--- src/rtl/q_event_window.sv ---
// Counts rising edges of the detector output Q over fixed WINDOW-cycle windows and
// hands each window's count to a consumer over valid/ready, flagging saturation and drops.
module q_event_window #(
    parameter int WINDOW = 16,
    parameter int CNT_W  = 8
) (
    input  logic             clk,
    input  logic             reset,
    input  logic             Q,
    input  logic             clear,
    output logic [CNT_W-1:0] count,
    output logic             valid,
    input  logic             ready,
    output logic             overflow,
    output logic             dropped
);

    localparam int               WIN_W    = (WINDOW > 1) ? $clog2(WINDOW) : 1;
    localparam logic [WIN_W-1:0] WIN_LAST = WIN_W'(WINDOW - 1);
    localparam logic [WIN_W-1:0] WIN_ONE  = WIN_W'(1'b1);
    localparam logic [CNT_W-1:0] ACC_MAX  = {CNT_W{1'b1}};

    typedef enum logic [0:0] {
        EMPTY = 1'b0,
        FULL  = 1'b1
    } state_t;

    // The carry out of the (CNT_W+1)-bit sum decides the clamp.
    function automatic logic [CNT_W-1:0] sat_inc(input logic [CNT_W-1:0] a, input logic inc);
        logic [CNT_W:0] sum;
        sum = {1'b0, a} + {{CNT_W{1'b0}}, inc};
        if (sum[CNT_W]) begin
            sat_inc = ACC_MAX;
        end else begin
            sat_inc = sum[CNT_W-1:0];
        end
    endfunction

    logic             q_d_r;
    logic [WIN_W-1:0] win_cnt_r;
    logic [CNT_W-1:0] acc_r;
    logic             acc_sat_r;
    state_t           state_r;
    state_t           state_nxt_s;
    logic [CNT_W-1:0] count_r;
    logic             overflow_r;
    logic             dropped_r;
    logic             ev_s;
    logic             close_s;
    logic [CNT_W-1:0] acc_nxt_s;
    logic             acc_sat_nxt_s;
    logic             load_s;
    logic             drop_s;

    assign ev_s    = Q & ~q_d_r;
    assign close_s = (win_cnt_r == WIN_LAST);

    // Accumulator value including this cycle's event, so a closing-cycle edge is reported.
    always_comb begin
        acc_nxt_s     = sat_inc(acc_r, ev_s);
        acc_sat_nxt_s = acc_sat_r | (ev_s & (acc_r == ACC_MAX));
    end

    // Output handshake next-state: load on close unless an unconsumed result blocks it.
    always_comb begin
        state_nxt_s = state_r;
        load_s      = 1'b0;
        drop_s      = 1'b0;
        case (state_r)
            EMPTY: begin
                if (close_s) begin
                    load_s      = 1'b1;
                    state_nxt_s = FULL;
                end else begin
                    state_nxt_s = EMPTY;
                end
            end
            FULL: begin
                if (close_s && ready) begin
                    load_s      = 1'b1;
                    state_nxt_s = FULL;
                end else if (close_s) begin
                    drop_s      = 1'b1;
                    state_nxt_s = FULL;
                end else if (ready) begin
                    state_nxt_s = EMPTY;
                end else begin
                    state_nxt_s = FULL;
                end
            end
            default: begin
                state_nxt_s = EMPTY;
            end
        endcase
    end

    // Edge-detect history follows Q every cycle, clear included.
    always_ff @(posedge clk or negedge reset) begin
        if (!reset) begin
            q_d_r <= 1'b0;
        end else begin
            q_d_r <= Q;
        end
    end

    // Window counter, accumulator and output registers; clear restarts the window.
    always_ff @(posedge clk or negedge reset) begin
        if (!reset) begin
            win_cnt_r  <= {WIN_W{1'b0}};
            acc_r      <= {CNT_W{1'b0}};
            acc_sat_r  <= 1'b0;
            state_r    <= EMPTY;
            count_r    <= {CNT_W{1'b0}};
            overflow_r <= 1'b0;
            dropped_r  <= 1'b0;
        end else if (clear) begin
            win_cnt_r  <= {WIN_W{1'b0}};
            acc_r      <= {CNT_W{1'b0}};
            acc_sat_r  <= 1'b0;
            state_r    <= EMPTY;
            overflow_r <= 1'b0;
            dropped_r  <= 1'b0;
        end else begin
            if (close_s) begin
                win_cnt_r <= {WIN_W{1'b0}};
                acc_r     <= {CNT_W{1'b0}};
                acc_sat_r <= 1'b0;
            end else begin
                win_cnt_r <= win_cnt_r + WIN_ONE;
                acc_r     <= acc_nxt_s;
                acc_sat_r <= acc_sat_nxt_s;
            end
            state_r <= state_nxt_s;
            if (load_s) begin
                count_r    <= acc_nxt_s;
                overflow_r <= acc_sat_nxt_s;
            end
            if (drop_s) begin
                dropped_r <= 1'b1;
            end
        end
    end

    assign count    = count_r;
    assign valid    = (state_r == FULL);
    assign overflow = overflow_r;
    assign dropped  = dropped_r;

endmodule

--- config.mk ---
export PLATFORM = sky130hd
export DESIGN_NAME = q_event_window
export DESIGN_NICKNAME = d
export VERILOG_FILES = /design/src/rtl/q_event_window.sv
export SDC_FILE = /design/constraint.sdc
export NUM_CORES = 1
export LEC_CHECK = 0
export CAP_MARGIN = 10
export CORE_MARGIN = 4
export CORE_UTILIZATION = 56
export CTS_BUF_LIST = sky130_fd_sc_hd__clkbuf_16
export DETAILED_ROUTE_END_ITERATION = 8
export GPL_TIMING_DRIVEN = 0
export MAX_ROUTING_LAYER = met4
export PLACE_DENSITY = 0.85
export SYNTH_ARGS = -nofsm -noshare
export SYNTH_HDL_FRONTEND = slang
export SYNTH_SLANG_ARGS = --single-unit
--- constraint.sdc ---
create_clock -name clk -period 3.9 [get_ports clk]
set_input_delay 0.78 -clock clk [delete_from_list [all_inputs] [get_ports clk]]
set_output_delay 0.78 -clock clk [all_outputs]
set_load 0.05 [all_outputs]
# After elaboration in Yosys (flattened, before gate mapping)
# Index checks and enable logic that the tools add are counted.
totals:
  ff_bits: 25
  input_bits: 5
op_classes:
  muxes: 21
  n_bitwise: 6
  add_sub_neg: 2
  reduce_logical: 4
  eq_ne: 2
ops:
  columns: ["operator", "count"]
  rows:
  - ["$mux W8", 3]
  - ["$mux W1", 14]
  - ["$add A8 B1 Y9", 1]
  - ["$eq A8 B8 Y1 const B", 1]
  - ["$mux W4", 2]
  - ["$add A4 B1 Y4 const B", 1]
  - ["$eq A4 B4 Y1 const B", 1]
  - ["$pmux W1 S2", 2]
  - ["$reduce_bool A2 Y1", 2]
  - ["$not A1 Y1", 3]
  - ["$and A1 B1 Y1", 2]
  - ["$reduce_and A2 Y1", 1]
  - ["$logic_and A1 B1 Y1", 1]
  - ["$or A1 B1 Y1", 1]

# Depth between registers and ports, before layout
# Gate-level depths: netlist (run 1).
depth:
  ltp_word: 6
  depth_mapped: 6
  depth_no_buf: 6

# Worst setup path after synthesis (run 1)
# Ideal clock, no wire load.
synth_timing:
  path_type: "input -> register"
  from: "input port Q"
  to: "register count_r[6] (netlist: count[6])"
  setup_ns: 0.088
  path_stages: 6
  n_path_buf: 0
  t_arrival_ns: 1.949
  path_slack_ns: 1.862
  path_cell_list: "nor2b_1 ha_1 ha_1 nand3_1 or3_1 a41oi_1"
synth_between:
  elab_chain_cells: 3
synth_lines:
  columns: ["item", "line_no", "rtl"]
  rows:
  - ["start: declaration", "9", "input logic Q,"]
  - ["$and A1 B1 Y1", "55", "assign ev_s = Q & ~q_d_r;"]
  - ["$add A8 B1 Y9", "31", "sum = {1'b0, a} + {{CNT_W{1'b0}}, inc};"]
  - ["$mux W8", "32", "if (sum[CNT_W]) begin"]
  - ["end signal: assignment", "113", "count_r <= {CNT_W{1'b0}};"]
  - ["end signal: assignment", "135", "count_r <= acc_nxt_s;"]
  - ["end: declaration", "45", "logic [CNT_W-1:0] count_r;"]
# No other way between the ends.
# A chain may end at the register's enable or synchronous reset.

# Worst setup path after layout (run 1)
# Ends and elaborated chain as after synthesis.

==> impl_metrics.toml, run 1 <==
[clock_tree]
cts_buffers = 3
clk_latency_ns = 0.25
cts.sinks = 25
post_cts_resized = 0
cts_setup_buffers = 0
clockRootBuffer = "clkbuf_16"
cts-htree-levels = 1
cts_tree = "done"
cts_buffer_depth = 2
cts_hold_buf = 0
clk_pin_slew_ns = 0.06

[die]
fp-row-count = 16
io_pins = 16
fp.coreArea_um2 = 1940
initial_utilization = 0.586
dieArea_um2 = 2820
fp.dieH_um = 53.1
die_w_um = 53.1

[yosys]
syn_nets = 112
synth_top_area_frac = 0.550
ys_ff_latch = 25
synth.largest_area_cell = "dfrtp_1"
syn_area_um2 = 1140
synth.distinct_cells = 27
synthTopCellsByArea = "dfrtp_1 55%, a31oi_1 6.1%, o31ai_1 4.0%"
synth_area_per_cell_um2 = 10.9
yosysWarnings = 0
netlist_instances = 104
ys_seq_area_frac = 0.550

[timing]
hold_slack_ns = 0.466
period_share = 0.644
fin_crit_ns = 2.51
finalSetupViolCount = 0
fmax_mhz = 398
hold_viol_final = 0
setup_tns_ns = 0
worst_pin_slew_ns = 1.08
clock_skew_ns = 0.00169
slew_headroom = 0.275
rsz0062_at_grt = "no"
timing.final.ws_setup_ns = 1.39
slew_viol_final = 0

[worst_setup_path]
start_kind = "primary input"
crit_fanout = 5
worst_ep_required_time_ns = 4.06
crit_arrival_ns = 2.67
critPathKind = "primary input to register"
crit_path_end_kind = "register"

[finish]
drive_gt1_frac = 0.0902
final_cell_mix = "25 x dfrtp_1, 14 x clkdlybuf4s50_1, 11 x a31oi_1, 8 x a21oi_1"
insertedDiodeCount = 0
fillCellCount = 141
area_growth_pct = 22.2
finish.instance_area_um2 = 1390
final_common_cell = "dfrtp_1"
fin_nets = 131

[route]
drcViolationCount = 0
avgViaCountPerCell = 6.26
dr.first_iter.drc_count = 22
post_drt_wl_per_cell_um = 16.6
via_count = 933
wirelength_um = 2480
first_pass_iters = 4
ant_nets = 0

[placement]
place_area_um2 = 1310
gp_congestion = 0.821
dp_slack_ns = 1.17
port-buffer-count = 14
dp_hpwl_um = 1740

[power_and_ir_drop]
ir_drop_mv = 0.342
power_mw = 0.511
leakage_nw = 0.614
power.density_nw_per_um2 = 367

[job]
cap_violations = 0

[status]
status = "completed"

[worst_hold_path]
min_path_type = "register to register"

[global_routing]
grt_max_degree = 26
grt_pass1_wl_um = 4290
antenna_found_initial = 0
grt_pass1_vias = 974
grt_usage = 0.217
grt-ovfl-total = 0
-- flip-flops by register name, indices dropped and copies added, names as in the netlist --
signal / count
acc_r: 8
win_cnt_r: 4
count: 8
valid: 1
dropped: 1
acc_sat_r: 1
overflow: 1
q_d_r: 1
-- metal layers --
layer	share of wire	vias to the layer above	track usage
met5	0	-	-
met4	0.016	0	0.102
met3	0.052	6	0.0423
met2	0.49	39	0.357
met1	0.44	462	0.256
li1	-	426	-
-- area by class of cell --
cell class / instances / area [µm²] / share of cell area
Sequential cell: 25 / 626 / 0.450
Multi-Input combinational cell: 69 / 462 / 0.332
Timing Repair Buffer: 14 / 140 / 0.101
Clock buffer: 3 / 75.1 / 0.0540
Buffer: 6 / 35.0 / 0.0252
Tap cell: 27 / 33.8 / 0.0243
Inverter: 4 / 15.0 / 0.0108
Clock inverter: 1 / 3.75 / 0.00270
-- synth_stat cells --
cell,number
a21oi_1,8
a311oi_1,2
a31oi_1,11
a41oi_1,2
a41oi_2,1
and3_1,2
and4_1,1
and4_2,1
and4b_1,1
buf_2,4
buf_6,1
clkbuf_1,1
dfrtp_1,25
ha_1,3
inv_1,4
nand2_1,4
nand2b_1,1
nand3_1,5
nand4_4,1
nor2_1,6
nor2b_1,3
nor3_1,4
o21ai_0,2
o31ai_1,6
or3_1,2
xnor2_1,2
xor2_1,1
-- kinds of logic (layout without fill, tap and decap cells) --
family,count (synthesis),count (layout),share of synthesized area
xor gates and xnor gates,3,3,0.0231
and+or+nand+nor,31,31,0.161
buffers and inverters,10,28,0.0440
DFF,25,25,0.550
adders and majority gates,3,3,0.0330
AOI/OAI and AO/OA,32,32,0.189
-- report_power, final --
group | internal, mW | leakage [nW] | switching (mW) | total [mW]
sequential | 0.264 | 0.344 | 0.00318 | 0.267
clock | 0.137 | 0.0423 | 0.0841 | 0.221
combinational | 0.00827 | 0.228 | 0.0144 | 0.0226
total | 0.409 | 0.614 | 0.102 | 0.511
-- stage by stage --
| stage | instances | util |
|---|---|---|
| finish | 149 | 0.716 |
| global route | 149 | 0.716 |
| CTS | 149 | 0.716 |
| detailed placement | 145 | 0.675 |
| global placement | 145 | 0.675 |
| floorplan | 104 | - |
-- final timing paths --
check / start / end / slack [ns] / depth (start not counted)
setup / recovery: Q / count[6]$_DFFE_PN0P_ / 1.39 / 7
hold / removal: win_cnt_r[0]$_DFF_PN0_ / win_cnt_r[0]$_DFF_PN0_ / 0.47 / 1
setup reg to reg: q_d_r$_DFF_PN0_ / count[6]$_DFFE_PN0P_ / 2.07 / 6
hold reg to reg: win_cnt_r[0]$_DFF_PN0_ / win_cnt_r[0]$_DFF_PN0_ / 0.47 / 1
max in group asynchronous: reset / acc_r[2]$_DFF_PN0_ / 2.14 / 1
min in group asynchronous: reset / count[6]$_DFFE_PN0P_ / 1.11 / 1
-- worst max-delay path, stage by stage --
cell	delay (ns)
clkdlybuf4s50_1	0.50
nor2b_1	0.14
ha_1	0.19
ha_1	0.28
nand3_1	0.17
or3_1	0.36
a41oi_1	0.25
Power figures use the tool's default switching activity.
==> run 2: changes to the inputs <==
CORE_UTILIZATION = 52   (was 56)
PLACE_DENSITY = 0.8   (was 0.85)
clock period = 2.35 ns   (was 3.9 ns; I/O delays follow)
==> impl_metrics.toml, run 2 (same netlist as run 1, synthesis figures left out) <==
[placement]
place_area_um2 = 1310
port-buffer-count = 14
dp_hpwl_um = 1750
gp_congestion = 0.826

[die]
fp-row-count = 16
dieArea_um2 = 3000
die_w_um = 54.8
initial_utilization = 0.563
io_pins = 16
fp.coreArea_um2 = 2020
fp.dieH_um = 54.8

[route]
via_count = 891
wl_met3_um = 76
dr_wl_met2_um = 1140
wirelength_um = 2400
dr.first_iter.drc_count = 10
met1_length_um = 1150
drcViolationCount = 0
ant_nets = 0
post_drt_wl_per_cell_um = 16.0
top_layer_used = "met4"
first_pass_iters = 4
avgViaCountPerCell = 5.94

[worst_setup_path]
cpLargestDelayFamily = "simple AND/OR/NAND/NOR gates"
worst_ep_required_time_ns = 2.52
critPathMaxStageDelay_ns = 0.48
crit_chain = "clkdlybuf4s50_1 > nor2b_1 > ha_1 > ha_1 > nand3_1 > or3_1 > a41oi_1"
crit_path_end_kind = "register"
cpMostUsedCell = "ha_1"
critPathKind = "primary input to register"
start_kind = "primary input"
crit_arrival_ns = 2.29
crit_path_top_delay_cell = "clkdlybuf4s50_1"
cp_num_buf_inv = 1
crit_fanout = 5

[clock_tree]
clk_latency_ns = 0.25
cts_buffer_depth = 2
cts.sinks = 25
cts_hold_buf = 0
cts_buffers = 3
cts_setup_buffers = 0
cts_tree = "done"
post_cts_resized = 0
cts-htree-levels = 1
clockRootBuffer = "clkbuf_16"
clk_pin_slew_ns = 0.06

[power_and_ir_drop]
p_sw_mw = 0.172
leakage_nw = 0.626
intPower_mw = 0.683
combPwrFrac = 0.050
swShare = 0.201
seqPwrFrac = 0.519
power.density_nw_per_um2 = 604
ir_drop_mv = 0.395
clkPwrFrac = 0.431
power_mw = 0.854

[finish]
drive_gt1_frac = 0.0976
insertedDiodeCount = 0
final_cell_mix = "25 x dfrtp_1, 14 x clkdlybuf4s50_1, 11 x a31oi_1, 8 x a21oi_1"
final_common_cell = "dfrtp_1"
area_growth_pct = 24.4
finish.instance_area_um2 = 1420
fin_nets = 132

[global_routing]
grt-ovfl-total = 0
grt_usage = 0.198
grt_pass1_wl_um = 4060
grt_pass1_vias = 896
grt_max_degree = 26
antenna_found_initial = 0

[timing]
rsz0062_at_grt = "no"
period_share = 0.901
finalSetupViolCount = 0
setup_tns_ns = 0
worst_pin_slew_ns = 0.545
slew_viol_final = 0
fmax_mhz = 472
hold_slack_ns = 0.428
slew_headroom = 0.634
fin_crit_ns = 2.12
hold_viol_final = 0
clock_skew_ns = 0.00175

[job]
cap_violations = 0

[status]
status = "completed"

[worst_hold_path]
min_path_type = "primary input to async pin"
## run 2: cell count changes in the layout (fill, tap and decap cells not counted), sizes merged
cell    previous run  this run
clkbuf             4         5
## run 2: per-stage QoR
stage,util,cells,worst slack [ns]
floorplan,-,104,0.622
global placement,0.649,145,0.0168
detailed placement,0.649,145,-0.0286
CTS,0.688,149,0.235
global route,0.700,150,0.0446
finish,0.700,150,0.234
## run 2: layout make-up
type,instances,area (µm²)
clock buffers,3,75.1
inverters,4,15.0
flip-flops and latches,25,626
clock inverters,1,3.75
repair buffers,15,165
multi-input cells,69,462
fillers,160,607
plain buffers,6,35.0
well taps,27,33.8
## run 2: final timing paths
| path | startpoint | end | slack, ns | cells past startpoint |
|---|---|---|---|---|
| min in group clk | win_cnt_r[0]$_DFF_PN0_ | win_cnt_r[0]$_DFF_PN0_ | 0.48 | 1 |
| hold / removal | reset | dropped$_DFFE_PN0P_ | 0.43 | 1 |
| setup reg to reg | q_d_r$_DFF_PN0_ | count[6]$_DFFE_PN0P_ | 0.58 | 6 |
| setup / recovery | Q | count[6]$_DFFE_PN0P_ | 0.23 | 7 |
| hold reg to reg | win_cnt_r[0]$_DFF_PN0_ | win_cnt_r[0]$_DFF_PN0_ | 0.48 | 1 |
| max in group asynchronous | reset | acc_sat_r$_DFF_PN0_ | 1.52 | 2 |
## run 2: metal layers
| layer | vias up | track usage |
|---|---|---|
| met5 | - | - |
| met1 | 433 | 0.257 |
| li1 | 430 | - |
| met4 | 0 | 0.0747 |
| met2 | 23 | 0.309 |
| met3 | 5 | 0.0327 |
## run 2: power groups by stage
stage	logic (mW)	clock network [mW]	registers [mW]
2_1_floorplan	0.0187	0	0.450
6_report	0.0428	0.368	0.443
3_3_place_gp	0.0372	0	0.451
4_1_cts	0.0392	0.374	0.443
3_5_place_dp	0.0390	0	0.451
5_1_grt	0.0479	0.389	0.444
==> run 3: changes to the inputs <==
GPL_TIMING_DRIVEN = not set   (was 0)
==> impl_metrics.toml, run 3 (same netlist as run 1, synthesis figures left out) <==
[status]
status = "completed"

[route]
dr.first_iter.drc_count = 37
drcViolationCount = 0
avgViaCountPerCell = 6.09
wirelength_um = 2400
post_drt_wl_per_cell_um = 16.1
via_count = 907
ant_nets = 0
first_pass_iters = 4

[clock_tree]
clk_latency_ns = 0.26
cts_buffer_depth = 2
cts_buffers = 3
cts_hold_buf = 0
cts-htree-levels = 1
cts.sinks = 25
clockRootBuffer = "clkbuf_16"
cts_tree = "done"
clk_pin_slew_ns = 0.06
post_cts_resized = 0
cts_setup_buffers = 0

[die]
fp.dieH_um = 54.8
fp-row-count = 16
initial_utilization = 0.563
io_pins = 16
die_w_um = 54.8
fp.coreArea_um2 = 2020
dieArea_um2 = 3000

[placement]
port-buffer-count = 15
dp_hpwl_um = 1720
dp_slack_ns = 0.0862
post-place-cells = 145
gp_congestion = 0.909

[worst_setup_path]
rr_worst_depth = 6
rrSetupSlack_ns = 0.68
crit_path_top_delay_cell = "clkdlybuf4s50_1"
worst_ep_required_time_ns = 2.52
start_kind = "primary input"
rr_startpoint = "q_d_r$_DFF_PN0_"
critPathKind = "primary input to register"
cpMostUsedCell = "ha_1"
regToRegEndpoint = "count[6]$_DFFE_PN0P_"
critPathMaxStageDelay_ns = 0.49
crit_arrival_ns = 2.19
crit_chain = "clkdlybuf4s50_1 > nor2b_1 > ha_1 > ha_1 > nand3_1 > or3_1 > a41oi_1"
worstSetupStartpoint = "Q"
crit_fanout = 4
crit_path_end_kind = "register"

[finish]
insertedDiodeCount = 0
area_growth_pct = 23.4
final_common_cell = "dfrtp_1"
drive_gt1_frac = 0.0984
fin_nets = 131
fillCellCount = 159
final_cell_mix = "25 x dfrtp_1, 15 x clkdlybuf4s50_1, 11 x a31oi_1, 8 x a21oi_1"
layoutNonFillerInstCount = 149

[global_routing]
grt_pass1_vias = 906
grt_pass1_wl_um = 4130
grt_max_degree = 26
grt-ovfl-total = 0
antenna_found_initial = 0
grt_usage = 0.204

[timing]
timing.final.ws_setup_ns = 0.330
slew_headroom = 0.667
finalSetupViolCount = 0
clock_skew_ns = 0.00271
hold_viol_final = 0
slew_viol_final = 0
fin_crit_ns = 2.02
setup_tns_ns = 0
period_share = 0.860
fmax_mhz = 495
worst_pin_slew_ns = 0.497
rsz0062_at_grt = "no"

[worst_hold_path]
min_path_type = "register to register"
worst_hold_path.endpoint = "win_cnt_r[0]$_DFF_PN0_"
holdCritStartpoint = "win_cnt_r[0]$_DFF_PN0_"
holdPathStages = 1

[power_and_ir_drop]
power.density_nw_per_um2 = 610
ir_drop_mv = 0.553
leakage_nw = 0.615

[job]
cap_violations = 0
## run 3: cell count changes in the layout (fill, tap and decap cells not counted)
cell             change
clkdlybuf4s50_1      +1
inv_1                -1
buf_4                +5
clkinv_2             +1
clkbuf_16            -1
buf_6                -1
clkbuf_1             -1
buf_2                -4
## run 3: metrics by stage
stage / power [mW] / area, µm² / hold slack, ns / utilization
3_3_place_gp: 0.492 / 1320 / 0.454 / 0.655
6_report: 0.856 / 1400 / 0.466 / 0.694
3_5_place_dp: 0.493 / 1320 / 0.456 / 0.655
2_1_floorplan: 0.469 / 1140 / 0.174 / -
5_1_grt: 0.890 / 1400 / 0.500 / 0.694
4_1_cts: 0.861 / 1400 / 0.466 / 0.694
## run 3: worst max path at each step
stage	slack, ns	endpoint	cells after the start
after floorplan	0.62	count[6]$_DFFE_PN0P_	6
after global placement	0.14	count[6]$_DFFE_PN0P_	7
after detailed placement	0.09	count[6]$_DFFE_PN0P_	7
after CTS	0.33	count[6]$_DFFE_PN0P_	7
after global routing	0.18	count[6]$_DFFE_PN0P_	7
final	0.33	count[6]$_DFFE_PN0P_	7
## run 3: final cells by class
class                           count  area (µm²)  area share
Multi-Input combinational cell     69         462       0.329
Sequential cell                    25         626       0.446
Inverter                            4        15.0      0.0107
Clock buffer                        3        75.1      0.0535
Tap cell                           27        33.8      0.0241
Timing Repair Buffer               20         188       0.134
Clock inverter                      1        5.00     0.00357
## run 3: metal layers
metal,vias up,global-route usage,share of wire
met4,0,0.0996,0.020
li1,432,-,-
met2,27,0.307,0.46
met5,-,-,0
met1,443,0.260,0.46
met3,5,0.0436,0.057
## run 3: critical path, delay by kind of cell
| kind | cells | cell delay, ns |
|---|---|---|
| adder cells (fa/ha/maj) | 2 | 0.40 |
| AND/OR/NAND/NOR | 3 | 0.62 |
| buffers and inverters | 1 | 0.49 |
| AO/OA/AOI/OAI | 1 | 0.21 |
## run 3: where the power goes
part,total (mW),switching (mW),internal (mW)
sequential,0.444,0.00587,0.438
combinational,0.0421,0.0247,0.0174
clock,0.370,0.141,0.229
total,0.856,0.172,0.684
